## src/rtl/edge_conv_sequencer_if.sv

```systemverilog
// Bus bundle between the edge-detect frame sequencer (master), its pixel RAM,
// the convolution peripheral and the result consumer.
interface edge_conv_sequencer_if #(
  parameter int ADDR_W = 17
);
  logic              start;
  logic              busy;
  logic              done;
  logic              mem_rd;
  logic [ADDR_W-1:0] mem_addr;
  logic [15:0]       mem_rdata;
  logic [15:0]       cmd_out;
  logic [15:0]       pix_out;
  logic [15:0]       conv_in;
  logic              res_valid;
  logic              res_ready;
  logic [15:0]       res_data;
  logic [ADDR_W-1:0] res_addr;

  modport master (
    input  start, mem_rdata, conv_in, res_ready,
    output busy, done, mem_rd, mem_addr, cmd_out, pix_out,
           res_valid, res_data, res_addr
  );

  modport slave (
    output start, mem_rdata, conv_in, res_ready,
    input  busy, done, mem_rd, mem_addr, cmd_out, pix_out,
           res_valid, res_data, res_addr
  );
endinterface

```

## src/rtl/edge_conv_sequencer.sv

```systemverilog
// Walks every interior pixel of a frame, streams its 3x3 neighbourhood into the
// edge-detect peripheral and hands each result out on a valid/ready port.
module edge_conv_sequencer #(
  parameter int IMG_W  = 320,
  parameter int IMG_H  = 240,
  parameter int ADDR_W = 17
) (
  input  logic                  clk,
  input  logic                  reset,
  edge_conv_sequencer_if.master bus
);

  localparam int X_W = $clog2(IMG_W);
  localparam int Y_W = $clog2(IMG_H);

  localparam logic [X_W-1:0]    X_FIRST  = X_W'(1);
  localparam logic [X_W-1:0]    X_LAST   = X_W'(IMG_W - 2);
  localparam logic [X_W-1:0]    X_STEP   = X_W'(1);
  localparam logic [Y_W-1:0]    Y_FIRST  = Y_W'(1);
  localparam logic [Y_W-1:0]    Y_LAST   = Y_W'(IMG_H - 2);
  localparam logic [Y_W-1:0]    Y_STEP   = Y_W'(1);
  localparam logic [ADDR_W-1:0] A_ONE    = ADDR_W'(1);
  localparam logic [ADDR_W-1:0] A_THREE  = ADDR_W'(3);
  localparam logic [ADDR_W-1:0] A_ROW    = ADDR_W'(IMG_W);
  localparam logic [ADDR_W-1:0] A_SKIP   = ADDR_W'(IMG_W - 2);
  localparam logic [ADDR_W-1:0] A_FIRST  = ADDR_W'(IMG_W + 1);

  typedef enum logic [2:0] {
    S_IDLE,
    S_RD,
    S_LAST,
    S_CONV,
    S_OUT
  } state_t;

  state_t            r_state;
  state_t            w_next_state;
  logic [3:0]        r_k;
  logic [X_W-1:0]    r_x;
  logic [Y_W-1:0]    r_y;
  logic [ADDR_W-1:0] r_ctr_addr;
  logic [ADDR_W-1:0] r_win_addr;
  logic              r_done;
  logic              r_res_valid;
  logic [15:0]       r_res_data;
  logic [ADDR_W-1:0] r_res_addr;

  logic              w_last_pix;
  logic              w_row_end;
  logic              w_mem_rd;
  logic [ADDR_W-1:0] w_mem_addr;
  logic [15:0]       w_cmd;
  logic [15:0]       w_pix;

  assign w_last_pix = (r_x == X_LAST) && (r_y == Y_LAST);
  assign w_row_end  = (r_x == X_LAST);

  // NOTE: state and datapath registers use non-blocking assignments so every
  // flop samples the pre-edge values regardless of statement order.
  always_ff @(posedge clk or posedge reset) begin
    if (reset) r_state <= S_IDLE;
    else       r_state <= w_next_state;
  end

  // NOTE: every output of this block gets a default first, so no path through
  // the case statement leaves a signal unassigned and no latch is inferred.
  always_comb begin
    w_next_state = r_state;
    w_mem_rd     = 1'b0;
    w_mem_addr   = '0;
    w_cmd        = '0;
    w_pix        = '0;
    unique case (r_state)
      S_IDLE: begin
        if (bus.start) w_next_state = S_RD;
      end
      S_RD: begin
        w_mem_rd   = 1'b1;
        w_mem_addr = r_win_addr;
        // Pixel k-1 arrives one cycle after its read, overlapping the next read.
        if (r_k != 4'd0) begin
          w_cmd = 16'h0001 << (r_k - 4'd1);
          w_pix = bus.mem_rdata;
        end
        if (r_k == 4'd8) w_next_state = S_LAST;
      end
      S_LAST: begin
        w_cmd        = 16'h0100;
        w_pix        = bus.mem_rdata;
        w_next_state = S_CONV;
      end
      S_CONV: begin
        w_cmd        = 16'h0200;
        w_next_state = S_OUT;
      end
      S_OUT: begin
        if (bus.res_ready) w_next_state = w_last_pix ? S_IDLE : S_RD;
      end
      default: w_next_state = S_IDLE;
    endcase
  end

  always_ff @(posedge clk or posedge reset) begin
    if (reset) begin
      r_k         <= '0;
      r_x         <= '0;
      r_y         <= '0;
      r_ctr_addr  <= '0;
      r_win_addr  <= '0;
      r_done      <= 1'b0;
      r_res_valid <= 1'b0;
      r_res_data  <= '0;
      r_res_addr  <= '0;
    end else begin
      r_done <= 1'b0;
      unique case (r_state)
        S_IDLE: begin
          if (bus.start) begin
            r_k        <= '0;
            r_x        <= X_FIRST;
            r_y        <= Y_FIRST;
            r_ctr_addr <= A_FIRST;
            r_win_addr <= '0;
          end
        end
        S_RD: begin
          r_k <= (r_k == 4'd8) ? 4'd0 : r_k + 4'd1;
          // End of a window row jumps to the left column of the next row.
          r_win_addr <= r_win_addr + (((r_k == 4'd2) || (r_k == 4'd5)) ? A_SKIP : A_ONE);
        end
        S_CONV: begin
          r_res_data  <= bus.conv_in;
          r_res_addr  <= r_ctr_addr;
          r_res_valid <= 1'b1;
        end
        S_OUT: begin
          if (bus.res_ready) begin
            r_res_valid <= 1'b0;
            if (w_last_pix) begin
              r_done <= 1'b1;
            end else if (w_row_end) begin
              // Skip the right border of this row and the left border of the next.
              r_x        <= X_FIRST;
              r_y        <= r_y + Y_STEP;
              r_ctr_addr <= r_ctr_addr + A_THREE;
              r_win_addr <= r_ctr_addr - A_SKIP;
            end else begin
              r_x        <= r_x + X_STEP;
              r_ctr_addr <= r_ctr_addr + A_ONE;
              r_win_addr <= r_ctr_addr - A_ROW;
            end
          end
        end
        default: ;
      endcase
    end
  end

  assign bus.busy      = (r_state != S_IDLE);
  assign bus.done      = r_done;
  assign bus.mem_rd    = w_mem_rd;
  assign bus.mem_addr  = w_mem_addr;
  assign bus.cmd_out   = w_cmd;
  assign bus.pix_out   = w_pix;
  assign bus.res_valid = r_res_valid;
  assign bus.res_data  = r_res_data;
  assign bus.res_addr  = r_res_addr;

endmodule

```

## src/flat_wrapper.sv

```systemverilog
// flat-port wrapper written by rule: the top's interface ports become plain ports
module edge_conv_sequencer_flat 
#(
  parameter int IMG_W  = 320,
  parameter int IMG_H  = 240,
  parameter int ADDR_W = 17
)
  (clk, reset, bus_start, bus_mem_rdata, bus_conv_in, bus_res_ready, bus_busy, bus_done, bus_mem_rd, bus_mem_addr, bus_cmd_out, bus_pix_out, bus_res_valid, bus_res_data, bus_res_addr);
  edge_conv_sequencer_if #(.ADDR_W(ADDR_W)) bus_i ();
  input  logic clk;
  input  logic reset;
  input wire logic [$bits(bus_i.start)-1:0] bus_start;
  input wire logic [$bits(bus_i.mem_rdata)-1:0] bus_mem_rdata;
  input wire logic [$bits(bus_i.conv_in)-1:0] bus_conv_in;
  input wire logic [$bits(bus_i.res_ready)-1:0] bus_res_ready;
  output wire logic [$bits(bus_i.busy)-1:0] bus_busy;
  output wire logic [$bits(bus_i.done)-1:0] bus_done;
  output wire logic [$bits(bus_i.mem_rd)-1:0] bus_mem_rd;
  output wire logic [$bits(bus_i.mem_addr)-1:0] bus_mem_addr;
  output wire logic [$bits(bus_i.cmd_out)-1:0] bus_cmd_out;
  output wire logic [$bits(bus_i.pix_out)-1:0] bus_pix_out;
  output wire logic [$bits(bus_i.res_valid)-1:0] bus_res_valid;
  output wire logic [$bits(bus_i.res_data)-1:0] bus_res_data;
  output wire logic [$bits(bus_i.res_addr)-1:0] bus_res_addr;
  assign bus_i.start = bus_start;
  assign bus_i.mem_rdata = bus_mem_rdata;
  assign bus_i.conv_in = bus_conv_in;
  assign bus_i.res_ready = bus_res_ready;
  assign bus_busy = bus_i.busy;
  assign bus_done = bus_i.done;
  assign bus_mem_rd = bus_i.mem_rd;
  assign bus_mem_addr = bus_i.mem_addr;
  assign bus_cmd_out = bus_i.cmd_out;
  assign bus_pix_out = bus_i.pix_out;
  assign bus_res_valid = bus_i.res_valid;
  assign bus_res_data = bus_i.res_data;
  assign bus_res_addr = bus_i.res_addr;
  edge_conv_sequencer #(.IMG_W(IMG_W), .IMG_H(IMG_H), .ADDR_W(ADDR_W)) u_core (.clk(clk), .reset(reset), .bus(bus_i));
endmodule
```

## config.mk

```make
export PLATFORM = sky130hd
export DESIGN_NAME = edge_conv_sequencer_flat
export DESIGN_NICKNAME = d
export VERILOG_FILES = /design/src/rtl/edge_conv_sequencer_if.sv /design/src/rtl/edge_conv_sequencer.sv /design/src/flat_wrapper.sv
export SDC_FILE = /design/constraint.sdc
export NUM_CORES = 1
export LEC_CHECK = 0
export ABC_AREA = 0
export BUFFER_PORTS_ARGS = -buffer_cell sky130_fd_sc_hd__buf_4
export CORE_ASPECT_RATIO = 0.6
export CORE_MARGIN = 4
export CORE_UTILIZATION = 55
export CTS_BUF_LIST = sky130_fd_sc_hd__clkbuf_4 sky130_fd_sc_hd__clkbuf_8
export DETAILED_ROUTE_END_ITERATION = 10
export PLACE_DENSITY = 0.8
export SLEW_MARGIN = 25
export SYNTH_ARGS = -nofsm -noshare
export SYNTH_HDL_FRONTEND = slang
export SYNTH_SLANG_ARGS = --single-unit
```

## constraint.sdc

```tcl
create_clock -name clk -period 6.6 [get_ports clk]
set_input_delay 0.33 -clock clk [delete_from_list [all_inputs] [get_ports clk]]
set_output_delay 0.33 -clock clk [all_outputs]
set_load 0.05 [all_outputs]
```

==> summary.md <==
| Metric | Value |
|---|---|
| Root cell of the clock tree | clkbuf_8 |
| Worst hold slack | 0.0351 ns |
| Main synth FF type | dfrtp_1 |
| Nets | ~760 |
| Synth area leader | dfrtp_1 |
| DRC | 0 |
| Synth-to-Final Area Change | 20.4% |
| Final-report setup violation count | 0 |
| Synth warn | 0 |
| DRT Pass-1 Iters | 5 |
| Final WL | 15.3 mm |
| WP data arrival | 3.93 ns |
| Post-synthesis sequential area ratio | 0.410 |
| CP max-delay cell | dfrtp_1 |
| CP cell instances | inv_1, ha_1, mux2i_1, nor2_1, inv_1, fa_1, and3b_1, o21ai_0, a21oi_1, and2_1, o21ai_0, a221o_1 |
| Share of layout cells above drive strength 1 | 0.274 |
| Period utilization | 0.555 |
| EDFF count, synth | 0 |
| Hold violation total from the final report | 0 |
| Mapped Nets | about 660 |
| GRT Util Overall | 0.257 |
| Outcome | finished clean |
| First-pass GRT wire length | 25.2 mm |
| Initial Util | 0.570 |
| Cell area after synthesis | 5680 um2 |
| Endpoint class of the critical path | register |
| Antenna violations before repair | 0 |
| Die extent in x | 139 um |
| Place WS | 3.05 ns |
| # diodes | 0 |
| Vias in the first global route | 4,935 |
| Post-detail-place hpwl | 11.4 mm |
| Post-CTS Resized | 0 |
| Commonest non-fill, non-tap cell in the layout | buf_4 |
| Cell variety after synth | 71 |
| Largest fanout on the critical path | 10 |
| GP Congestion | roughly 0.94 |
| Vias per cell | 5.97 |
| PwrDens | 433 nW/um2 |
| # IOs | 122 |
| Nature of the critical path startpoint | register |
| Die Ht | 86.7 um |
| Commonest cells after routing, fill and taps aside | buf_4 (125), dfrtp_1 (93), nor2_1 (53) |
| Pins Over Slew Limit | 0 |
| Antenna Nets Post-Route | 0 |
| Clk sinks | between 90 and 100 |
| Period minus WS final | between 3 and 4 ns |
| RSZ-0062 raised after global routing | no |
| Hold Crit Class | input pin to asynchronous set/reset pin |
| Core area | 9950 um2 |
| Clock Path Buffers | 2 |
| Worst skew pair latency | 0.37 ns |
| Max-cap violation count | 0 |
| Post-layout power | 2.96 mW |
| FF+latch count, synth | 93 |
| Post-Syn Instances | roughly 600 |
| Slew margin rel. | 0.420 |
| Die footprint | 12,100 um2 |
| Mean post-synth cell area | 9.54 um2 |
| Largest net degree at the start of global routing | 54 |
| Least-Margin Pin Slew | 0.868 ns |
| Crit path kind | register to register |
| Total CTS buffers | 9 |
| Routed len/inst | 18.3 um |
| Post-synth top area share | 0.410 |
| # placed instances | 821 |
| Initial DRC count | 455 |
| WP data required | about 6.9 ns |
| Sum Neg Setup Slack | 0 ns |
| Clock-pin slew on the worst setup and hold paths | 0.10 ns |
| Share of synthesized flip-flops with an asynchronous set or reset | 1.00 |
| Synth area leaders | dfrtp_1 (41%), mux2_2 (6.2%), ha_1 (5.3%) |
| Hold buffers post-CTS | 0 |
| Max stage delay on crit path | 0.51 ns |
| CTS tree | done |
| Remaining global-route overflow | 0 |
| Layout Cells excl Fill | 837 |
| Setup Fix Bufs, Post-CTS | 0 |
| Fmax | around 270 MHz |
| Leakage | 3.25 nW |
| Htree depth | 3 |
| Setup ws final | 2.94 ns |
| Clock Skew | between 0.01 and 0.015 ns |
| Routed vias | between 4,000 and 5,000 |
| VDD IR-drop max | 302 uV |
| Num rows | 28 |
| R2r setup slk | 2.94 ns |
| Port bufs | 121 |
area by class of cell:
class / count / area, um2
Fill cell: 778 / 3110
Multi-Input combinational cell: 450 / 3120
Inverter: 18 / 68.8
Clock buffer: 10 / 138
Timing Repair Buffer: 125 / 938
Clock inverter: 6 / 78.8
Tap cell: 135 / 169
Sequential cell: 93 / 2330
path summary, 6_finish.rpt:
kind | startpoint | endpoint | cells past startpoint
hold reg to reg | u_core.bus.res_addr[6] | u_core.bus.res_addr[6] | 2
max in group asynchronous | reset | u_core.r_ctr_addr[2] | 3
hold / removal | reset | u_core.bus.res_data[0] | 2
setup / recovery | u_core.r_k[0] | u_core.r_win_addr[14] | 12
setup reg to reg | u_core.r_k[0] | u_core.r_win_addr[14] | 12
min in group clk | bus_conv_in[4] | u_core.bus.res_data[4] | 2
synth_stat cells (6+ instances only):
cell and instances:
nand3_1 22, ha_1 24, and3_1 23, nand2_1 47, and4_1 6, nor2_1 53, o21ai_1 7, a21oi_1 25
mux2_2 31, xnor2_1 26, inv_1 18, and2_1 32, buf_2 12, dfrtp_1 93, clkbuf_1 15, nor3_1 14
o21ai_0 33, xor2_1 15
flip-flops by register name, indices dropped and copies added, names as in the netlist:
name                  flops
u_core.r_y                8
u_core.r_win_addr        17
u_core.bus.res_addr      17
u_core.r_ctr_addr        17
u_core.bus.done           1
u_core.bus.res_valid      1
u_core.r_x                9
u_core.r_state            3
u_core.bus.res_data      16
u_core.r_k                4
report_power, final:
part	internal (mW)	switching, mW	leakage, nW	total (mW)
combinational	0.542	1.15	1.94	1.69
sequential	0.700	0.149	1.20	0.849
clock	0.194	0.222	0.111	0.416
stage by stage:
step	instance area [um2]	utilization
after floorplan	5680	-
after global placement	6620	0.665
after detailed placement	6620	0.665
after CTS	6840	0.687
after global routing	6840	0.687
final	6840	0.687
layer usage:
metal  vias to the layer above  global-route usage  routed length (um)
met1                      2445               0.379                6910
met3                        23              0.0667                1460
li1                       2293                   -                   -
met2                       235               0.382                6730
met4                         0              0.0595                 211
met5                         -                   0                   0
kinds of logic (layout without fill, tap and decap cells):
group           count (synthesis)  after routing  share of synthesized area
compound gates                110            110                      0.128
xor+xnor                       41             41                     0.0633
fa+ha+maj                      26             26                     0.0600
buf+inv                        52            159                     0.0410
flops                          93             93                      0.410
mux                            34             34                     0.0668
simple gates                  239            239                      0.231
worst max-delay path, delay by kind of cell, from the launching register on:
kind / cells / cell delay [ns]
multiplexers: 1 / 0.11
AO/OA/AOI/OAI: 4 / 0.90
flip-flops: 1 / 0.51
buffers and inverters: 2 / 0.35
AND/OR/NAND/NOR: 3 / 0.97
adder cells (fa/ha/maj): 2 / 0.72
Power figures use the tool's default switching activity.
